## src/rtl/clock_keeper.sv

```systemverilog
// Time-of-day keeper: loads seconds-since-midnight, converts to h/m/s by repeated
// subtraction, then advances once per second. Optional alarm via `CLOCK_ALARM_EN.
module clock_keeper #(
  parameter int unsigned CLK_HZ = 50_000_000
) (
  input  logic        CLK,
  input  logic        RST,
  input  logic [31:0] userTime,
  input  logic        finish,
  output logic [4:0]  hours,
  output logic [5:0]  minutes,
  output logic [5:0]  seconds,
  output logic        valid,
  output logic        busy,
  output logic        sec_tick
`ifdef CLOCK_ALARM_EN
  ,
  input  logic [4:0]  alarmH,
  input  logic [5:0]  alarmM,
  output logic        alarm
`endif
);

  localparam int unsigned PW = (CLK_HZ > 2) ? $clog2(CLK_HZ) : 1;
  localparam logic [PW-1:0] PRESC_TC = PW'(CLK_HZ - 1);
  localparam logic [31:0] SEC_PER_DAY = 32'd86400;
  localparam logic [31:0] SEC_TWO_DAYS = 32'd172800;
  localparam logic [16:0] SEC_PER_HOUR = 17'd3600;
  localparam logic [16:0] SEC_PER_MIN = 17'd60;

  typedef enum logic [2:0] {
    S_IDLE,
    S_LOAD,
    S_CONV_H,
    S_CONV_M,
    S_CONV_S,
    S_RUN
  } state_t;

  state_t          r_state;
  logic            r_finish_d;
  logic [16:0]     r_rem;
  logic [4:0]      r_acc_h;
  logic [5:0]      r_acc_m;
  logic [PW-1:0]   r_presc;
  logic [4:0]      r_hours;
  logic [5:0]      r_minutes;
  logic [5:0]      r_seconds;
  logic            r_valid;
  logic            r_busy;
  logic            r_sec_tick;

  logic            w_load_req;
  logic [16:0]     w_load_rem;
  logic            w_presc_tc;
  logic            w_sec_wrap;
  logic            w_min_wrap;
  logic            w_hr_wrap;
  logic [4:0]      w_nxt_h;
  logic [5:0]      w_nxt_m;
  logic [5:0]      w_nxt_s;

  assign w_load_req = finish & ~r_finish_d;
  assign w_presc_tc = (r_presc == PRESC_TC);

  // Fold values of one or two days back into a single day; anything larger is illegal -> 0.
  always_comb begin
    w_load_rem = 17'd0;
    if (userTime >= SEC_TWO_DAYS) begin
      w_load_rem = 17'd0;
    end else if (userTime >= SEC_PER_DAY) begin
      w_load_rem = 17'(userTime - SEC_PER_DAY);
    end else begin
      w_load_rem = userTime[16:0];
    end
  end

  // Time after the next one-second increment, with cascaded carries.
  assign w_sec_wrap = (r_seconds == 6'd59);
  assign w_min_wrap = (r_minutes == 6'd59);
  assign w_hr_wrap  = (r_hours == 5'd23);

  always_comb begin
    w_nxt_s = w_sec_wrap ? 6'd0 : 6'(r_seconds + 6'd1);
    w_nxt_m = r_minutes;
    w_nxt_h = r_hours;
    if (w_sec_wrap) begin
      w_nxt_m = w_min_wrap ? 6'd0 : 6'(r_minutes + 6'd1);
      if (w_min_wrap) begin
        w_nxt_h = w_hr_wrap ? 5'd0 : 5'(r_hours + 5'd1);
      end
    end
  end

`ifdef CLOCK_ALARM_EN
  logic r_alarm;
  logic w_alarm_hit;

  // Hours/minutes never exceed 23/59, so out-of-range alarm inputs cannot match.
  assign w_alarm_hit = (w_nxt_h == alarmH) && (w_nxt_m == alarmM) && (w_nxt_s == 6'd0);
  assign alarm = r_alarm;
`endif

  always_ff @(posedge CLK) begin
    if (RST) begin
      r_state    <= S_IDLE;
      r_finish_d <= 1'b0;
      r_rem      <= 17'd0;
      r_acc_h    <= 5'd0;
      r_acc_m    <= 6'd0;
      r_presc    <= '0;
      r_hours    <= 5'd0;
      r_minutes  <= 6'd0;
      r_seconds  <= 6'd0;
      r_valid    <= 1'b0;
      r_busy     <= 1'b0;
      r_sec_tick <= 1'b0;
`ifdef CLOCK_ALARM_EN
      r_alarm    <= 1'b0;
`endif
    end else begin
      r_finish_d <= finish;
      r_sec_tick <= 1'b0;
`ifdef CLOCK_ALARM_EN
      r_alarm    <= 1'b0;
`endif
      // A new load request preempts everything, including an ongoing conversion.
      if (w_load_req) begin
        r_state <= S_LOAD;
        r_busy  <= 1'b1;
      end else begin
        case (r_state)
          S_IDLE: begin
            r_busy <= 1'b0;
          end
          S_LOAD: begin
            r_rem   <= w_load_rem;
            r_acc_h <= 5'd0;
            r_acc_m <= 6'd0;
            r_presc <= '0;
            r_state <= S_CONV_H;
          end
          S_CONV_H: begin
            if (r_rem >= SEC_PER_HOUR) begin
              r_rem   <= r_rem - SEC_PER_HOUR;
              r_acc_h <= 5'(r_acc_h + 5'd1);
            end else begin
              r_state <= S_CONV_M;
            end
          end
          S_CONV_M: begin
            if (r_rem >= SEC_PER_MIN) begin
              r_rem   <= r_rem - SEC_PER_MIN;
              r_acc_m <= 6'(r_acc_m + 6'd1);
            end else begin
              r_state <= S_CONV_S;
            end
          end
          S_CONV_S: begin
            r_hours   <= r_acc_h;
            r_minutes <= r_acc_m;
            r_seconds <= r_rem[5:0];
            r_valid   <= 1'b1;
            r_busy    <= 1'b0;
            r_state   <= S_RUN;
          end
          S_RUN: begin
            if (w_presc_tc) begin
              r_presc    <= '0;
              r_sec_tick <= 1'b1;
              r_hours    <= w_nxt_h;
              r_minutes  <= w_nxt_m;
              r_seconds  <= w_nxt_s;
`ifdef CLOCK_ALARM_EN
              r_alarm    <= w_alarm_hit;
`endif
            end else begin
              r_presc <= r_presc + PW'(1);
            end
          end
          default: begin
            r_state <= S_IDLE;
            r_busy  <= 1'b0;
          end
        endcase
      end
    end
  end

  assign hours    = r_hours;
  assign minutes  = r_minutes;
  assign seconds  = r_seconds;
  assign valid    = r_valid;
  assign busy     = r_busy;
  assign sec_tick = r_sec_tick;

endmodule

```

## config.mk

```make
export PLATFORM = sky130hd
export DESIGN_NAME = clock_keeper
export DESIGN_NICKNAME = d
export VERILOG_FILES = /design/src/rtl/clock_keeper.sv
export SDC_FILE = /design/constraint.sdc
export NUM_CORES = 1
export LEC_CHECK = 0
export ABC_AREA = 1
export CORE_ASPECT_RATIO = 1.1
export CORE_UTILIZATION = 57
export DETAILED_ROUTE_END_ITERATION = 10
export PLACE_DENSITY = 0.8
export SYNTH_ARGS = -nofsm -noshare
export SYNTH_HDL_FRONTEND = slang
export SYNTH_SLANG_ARGS = --single-unit
export TNS_END_PERCENT = 30
```

## constraint.sdc

```tcl
create_clock -name CLK -period 3 [get_ports CLK]
set_input_delay 0.6 -clock CLK [delete_from_list [all_inputs] [get_ports CLK]]
set_output_delay 0.6 -clock CLK [all_outputs]
set_load 0.02 [all_outputs]
```

== After elaboration in Yosys (flattened, before gate mapping) ==
Cells that the tools add are included.

* Multiplexer cells: 30
* Add/sub/neg operators: 9
* Reduce and logical (&&, ||, !) cells: 20
* Eq/ne operators: 20
* Bitwise operators: 5
* Magnitude comparators: 4

{| class="wikitable"
|+ Operators with widths
! cell !! number
|-
| $mux W17 || 4
|-
| $pmux W26 S2 || 1
|-
| $pmux W17 S3 || 1
|-
| $mux W6 || 6
|-
| $pmux W6 S2 || 3
|-
| $ge A32 B17 Y1 const B || 1
|-
| $ge A32 B18 Y1 const B || 1
|-
| $add A26 B1 Y26 const B || 1
|-
| $eq A26 B26 Y1 const B || 1
|-
| $mux W26 || 1
|-
| $mux W5 || 5
|-
| $pmux W5 S2 || 2
|-
| $add A6 B1 Y6 const B || 3
|-
| $ge A17 B12 Y1 const B || 1
|-
| $ge A17 B6 Y1 const B || 1
|-
| $sub A17 B12 Y17 const B || 1
|-
| $sub A17 B17 Y17 const B || 1
|-
| $sub A17 B6 Y17 const B || 1
|-
| $pmux W3 S5 || 1
|-
| $reduce_and A3 Y1 || 5
|-
| $ne A2 B2 Y1 const B || 7
|-
| $eq A6 B6 Y1 const B || 2
|-
| $add A5 B1 Y5 const B || 2
|-
| $reduce_and A4 Y1 || 2
|-
| 18 further kinds || 34
|}

* Input bits: 35
* Logic and storage cells: 101
* Output and inout port bits: 20
* Register bits: 78

== Depth between registers and ports, before layout ==
* Word-level depth: 6
* Depth in mapped cells: 15
* Mapped depth without buffers: 15

== Least setup slack after synthesis ==
No wires, ideal clock.

* Path type: input to register
* Start: in userTime[7]
* End: reg r_rem[14]
* Slack: 1.128 ns
* Stages: 15
* Data required time: 2.935 ns
* Setup time: 0.065 ns
* Arrival time: 1.807 ns
* Buffers on the path: 1
* Cells stage by stage: ha_1 inv_1 nor2_1 nand2_1 nor2_1 nand2_1 nor2_1 nor2_2 nand2_2 buf_2 nand2_1 nand2_1 nor2_1 nor2_1 nor2_1

* Longest elaborated chain between the ends: 4
* Elaborated cells on any way between the ends: 6
* Those cells by class: add/sub (1); order compare (2); mux (3)

{| class="wikitable"
|+ RTL lines
! element !! line !! text
|-
| from (decl) || 8 || <nowiki>input logic [31:0] userTime,</nowiki>
|-
| $ge A32 B17 Y1 / $sub A17 B17 Y17 (equally long branches) || 71, 72 ||
|-
| $mux W17 || 71 || <nowiki>end else if (userTime >= SEC_PER_DAY) begin</nowiki>
|-
| $mux W17 * || 69 || <nowiki>if (userTime >= SEC_TWO_DAYS) begin</nowiki>
|-
| $pmux W17 S3 * || 132 || <nowiki>case (r_state)</nowiki>
|-
| to (signal assigned) || 137 || <nowiki>r_rem <= w_load_rem;</nowiki>
|-
| to (signal assigned) || 145 || <nowiki>r_rem <= r_rem - SEC_PER_HOUR;</nowiki>
|-
| to (signal assigned) || 153 || <nowiki>r_rem <= r_rem - SEC_PER_MIN;</nowiki>
|-
| to (decl) || 42 || <nowiki>logic [16:0] r_rem;</nowiki>
|}

Every way passes the cells marked *; elsewhere a longest branch is shown, timed or not.
A chain may end at the register's enable or synchronous reset.

== Worst setup path in the final report ==
* Start: in userTime[7]
* End: reg r_rem[15]

The elaborated chain is that of the path after synthesis.

==> impl_metrics.tcl <==
set metrics [dict create \
    route.detailed.drc 0 \
    synth_most_common_cell "nand2_1" \
    arrival_ns 2.49 \
    synthCells 859 \
    max-vdd-ir-drop_v 0.000206 \
    ys_top_cells_by_count "nand2_1, nor2_1, inv_1" \
    yosysWarnings 0 \
    antenna_found_initial 0 \
    cts_hold_buf 0 \
    wl_um 13800 \
    pre_cts_slack_ns 0.412 \
    grt.met2_usage_pct 52.8 \
    grt_max_degree 34 \
    synth_ff_type "dfxtp_1" \
    synth_edf_count 0 \
    p_per_area_nw_per_um2 373 \
    numCtsBuffers 9 \
    p_leak_nw 2.40 \
    status "finished, final reports clean" \
    postCtsSetupRepairBufs 0 \
    swShare_pct 32.6 \
    pwr-share-clk_pct 31.7 \
    vias 5705 \
    fin_skew_ns 0.00885 \
    routed_via_density 5.53 \
    grtUsageTotal_pct 29.3 \
    boundaryPins 55 \
    synth.area.top_cells "dfxtp_1, nand2_1, nor2_1, inv_1, nand3_1" \
    cts_tree "built" \
    ant_nets 0 \
    cp_slowest_stage_delay_ns 0.46 \
    synth.avg_cell_area_um2 6.17 \
    cp_slowest_cell "clkdlybuf4s50_1" \
    fin_ws_ns 0.750 \
    grt-ovfl-total 0 \
    place_hpwl_um 10700 \
    hold_path_class "reg -> reg" \
    area_growth_pct 15.4 \
    die_h_um 103 \
    diodes 0 \
    worstMarginPinSlew_ns 0.749 \
    required_ns 3.24 \
    grt_pass1_wl_um 22600 \
    power_frac_seq_pct 47.6 \
    ys_ff_latch 78 \
    initialDrtViolationCount 260 \
    clk_pin_slew_worst_paths_ns 0.08 \
    crit_type "in -> reg" \
    postCtsResizedCells 0 \
    p_total_mw 2.28 \
    use_met1_pct 34.6 \
    ctsLongestPathBuffers 2 \
    cp_max_fo 4 \
    start_kind "input port" \
    grt_use_met3_pct 3.83 \
    finalSetupViolations 0 \
    grt-busiest-layer "met2" \
    fillers 816 \
    maxCapViolCount 0 \
    fin_crit_ns 2.25 \
    clock_latency_ns 0.36 \
    die_area_um2 9680 \
    syn-cell-area_um2 5300 \
    cts_root_buffer "clkbuf_8" \
    switching_power_mw 0.743 \
    die_w_um 93.9 \
    rsz0062_at_grt "no" \
    nets 959 \
    timing.critical_path.to_type "flip-flop" \
    drive_above_1_share_pct 6.87 \
    syn_nets 906 \
    synth_cell_types 40 \
    ys_seq_area_share_pct 29.5 \
    hold_viol 0 \
    drt-pass1-iter-count 5 \
    comb_power_share_pct 20.6 \
    synth_top_area_cell "dfxtp_1" \
    wl_per_cell_um 13.4 \
    cp_cell_sequence "clkdlybuf4s50_1, ha_1, nor3_1, inv_1, nand2_1, o21ai_0, xor2_1, nand2_1, nand2_1, nor2_1, nor2_1, nor2_1" \
    min_period_over_period_pct 75.0 \
    fin_tns_setup_ns 0 \
    maxSlewHeadroom_pct 49.6 \
    drv_slew 0 \
    gp_congestion 0.900 \
    synth_top_area_share_pct 29.5 \
    async_flop_share_pct 0 \
    grt_pass1_vias 5098 \
    htree_levels 3 \
    cell_internal_pwr_mw 1.54 \
    start_util_pct 59.4 \
    coreArea_um2 8920 \
    port-buffer-count 54 \
    num_rows 36 \
    fin_util_pct 68.5 \
    cts_num_sinks 78 \
    fmax_mhz 444 \
]
[power groups by stage]
stage / Clock [mW] / Combinational [mW] / Sequential, mW
floorplan: 0 / 0.332 / 1.10
finish: 0.724 / 0.470 / 1.09
CTS: 0.731 / 0.468 / 1.09
global route: 0.782 / 0.529 / 1.09
global placement: 0 / 0.457 / 1.11
detailed placement: 0 / 0.465 / 1.11
[kinds of logic after synthesis]
logic type / after synthesis / synth area share, %
and+or+nand+nor: 489 / 41.1
adders and majority gates: 12 / 2.83
DFF: 78 / 29.5
xor gates and xnor gates: 23 / 3.80
buffers and inverters: 122 / 9.19
AOI/OAI and AO/OA: 135 / 13.6
[cells in the final DEF, fill, tap and decap left out, drive strengths merged]
master         synthesis  routed
a211oi                 1       1
a21oi                 64      64
a22oi                  1       1
a31oi                  3       3
and2                   1       1
and3                   1       1
buf                   13       8
clkbuf                 7      10
clkdlybuf4s50          0      54
clkinv                 2       5
clkinvlp               0       3
dfxtp                 78      78
ha                    12      12
inv                  100     100
nand2                219     219
nand2b                 1       1
nand3                 72      72
nand3b                 3       3
nand4                 20      20
nor2                 142     142
nor3                  24      24
nor3b                  4       4
nor4                   2       2
o211ai                 2       2
o21a                   1       1
o21ai                 51      51
o22ai                  8       8
o31ai                  2       2
o32ai                  2       2
xnor2                  6       6
xor2                  17      17
[stage by stage]
stage	hold WS, ns	cells	area [um^2]
global route	0.490	1031	6110
floorplan	0.445	859	5300
finish	0.460	1031	6110
detailed placement	0.452	1015	5940
CTS	0.463	1031	6110
global placement	0.438	1015	5940
[registers in the layout, indices dropped and copies added (netlist names)]
register and count:
busy 1, seconds 6, valid 1, r_state 3, r_acc_h 5, minutes 6
r_finish_d 1, r_presc 26, sec_tick 1, hours 5, r_acc_m 6, r_rem 17
[cell type report]
type                            count  area (um^2)  share of cell area (%)
Timing Repair Buffer               62          601                    9.83
Sequential cell                    78         1560                    25.5
Inverter                          102          384                    6.28
Clock inverter                      6         37.5                   0.614
Clock buffer                       10          138                    2.25
Multi-Input combinational cell    659         3250                    53.1
Tap cell                          114          143                    2.33
[worst max-delay path: cells and delay by family]
family | cells | cell delay [ns]
compound gates | 1 | 0.10
xor+xnor | 1 | 0.24
fa+ha+maj | 1 | 0.24
buf+inv | 2 | 0.56
simple gates | 7 | 0.76
[path summary, 6_finish.rpt]
check	depth (start not counted)	endpoint	from	slack, ns
worst min-delay path	2	valid	valid	0.46
worst max-delay path	12	r_rem[15]	userTime[7]	0.75
worst min register to register	2	valid	valid	0.46
worst max register to register	5	minutes[5]	r_state[2]	0.77
[per-layer routing]
metal | routed length [um] | vias to the layer above
li1 | - | 2905
met1 | 5840 | 2550
met2 | 6720 | 214
met3 | 845 | 36
met4 | 382 | 0
met5 | 0 | -
(Power assumes the default switching activity.)
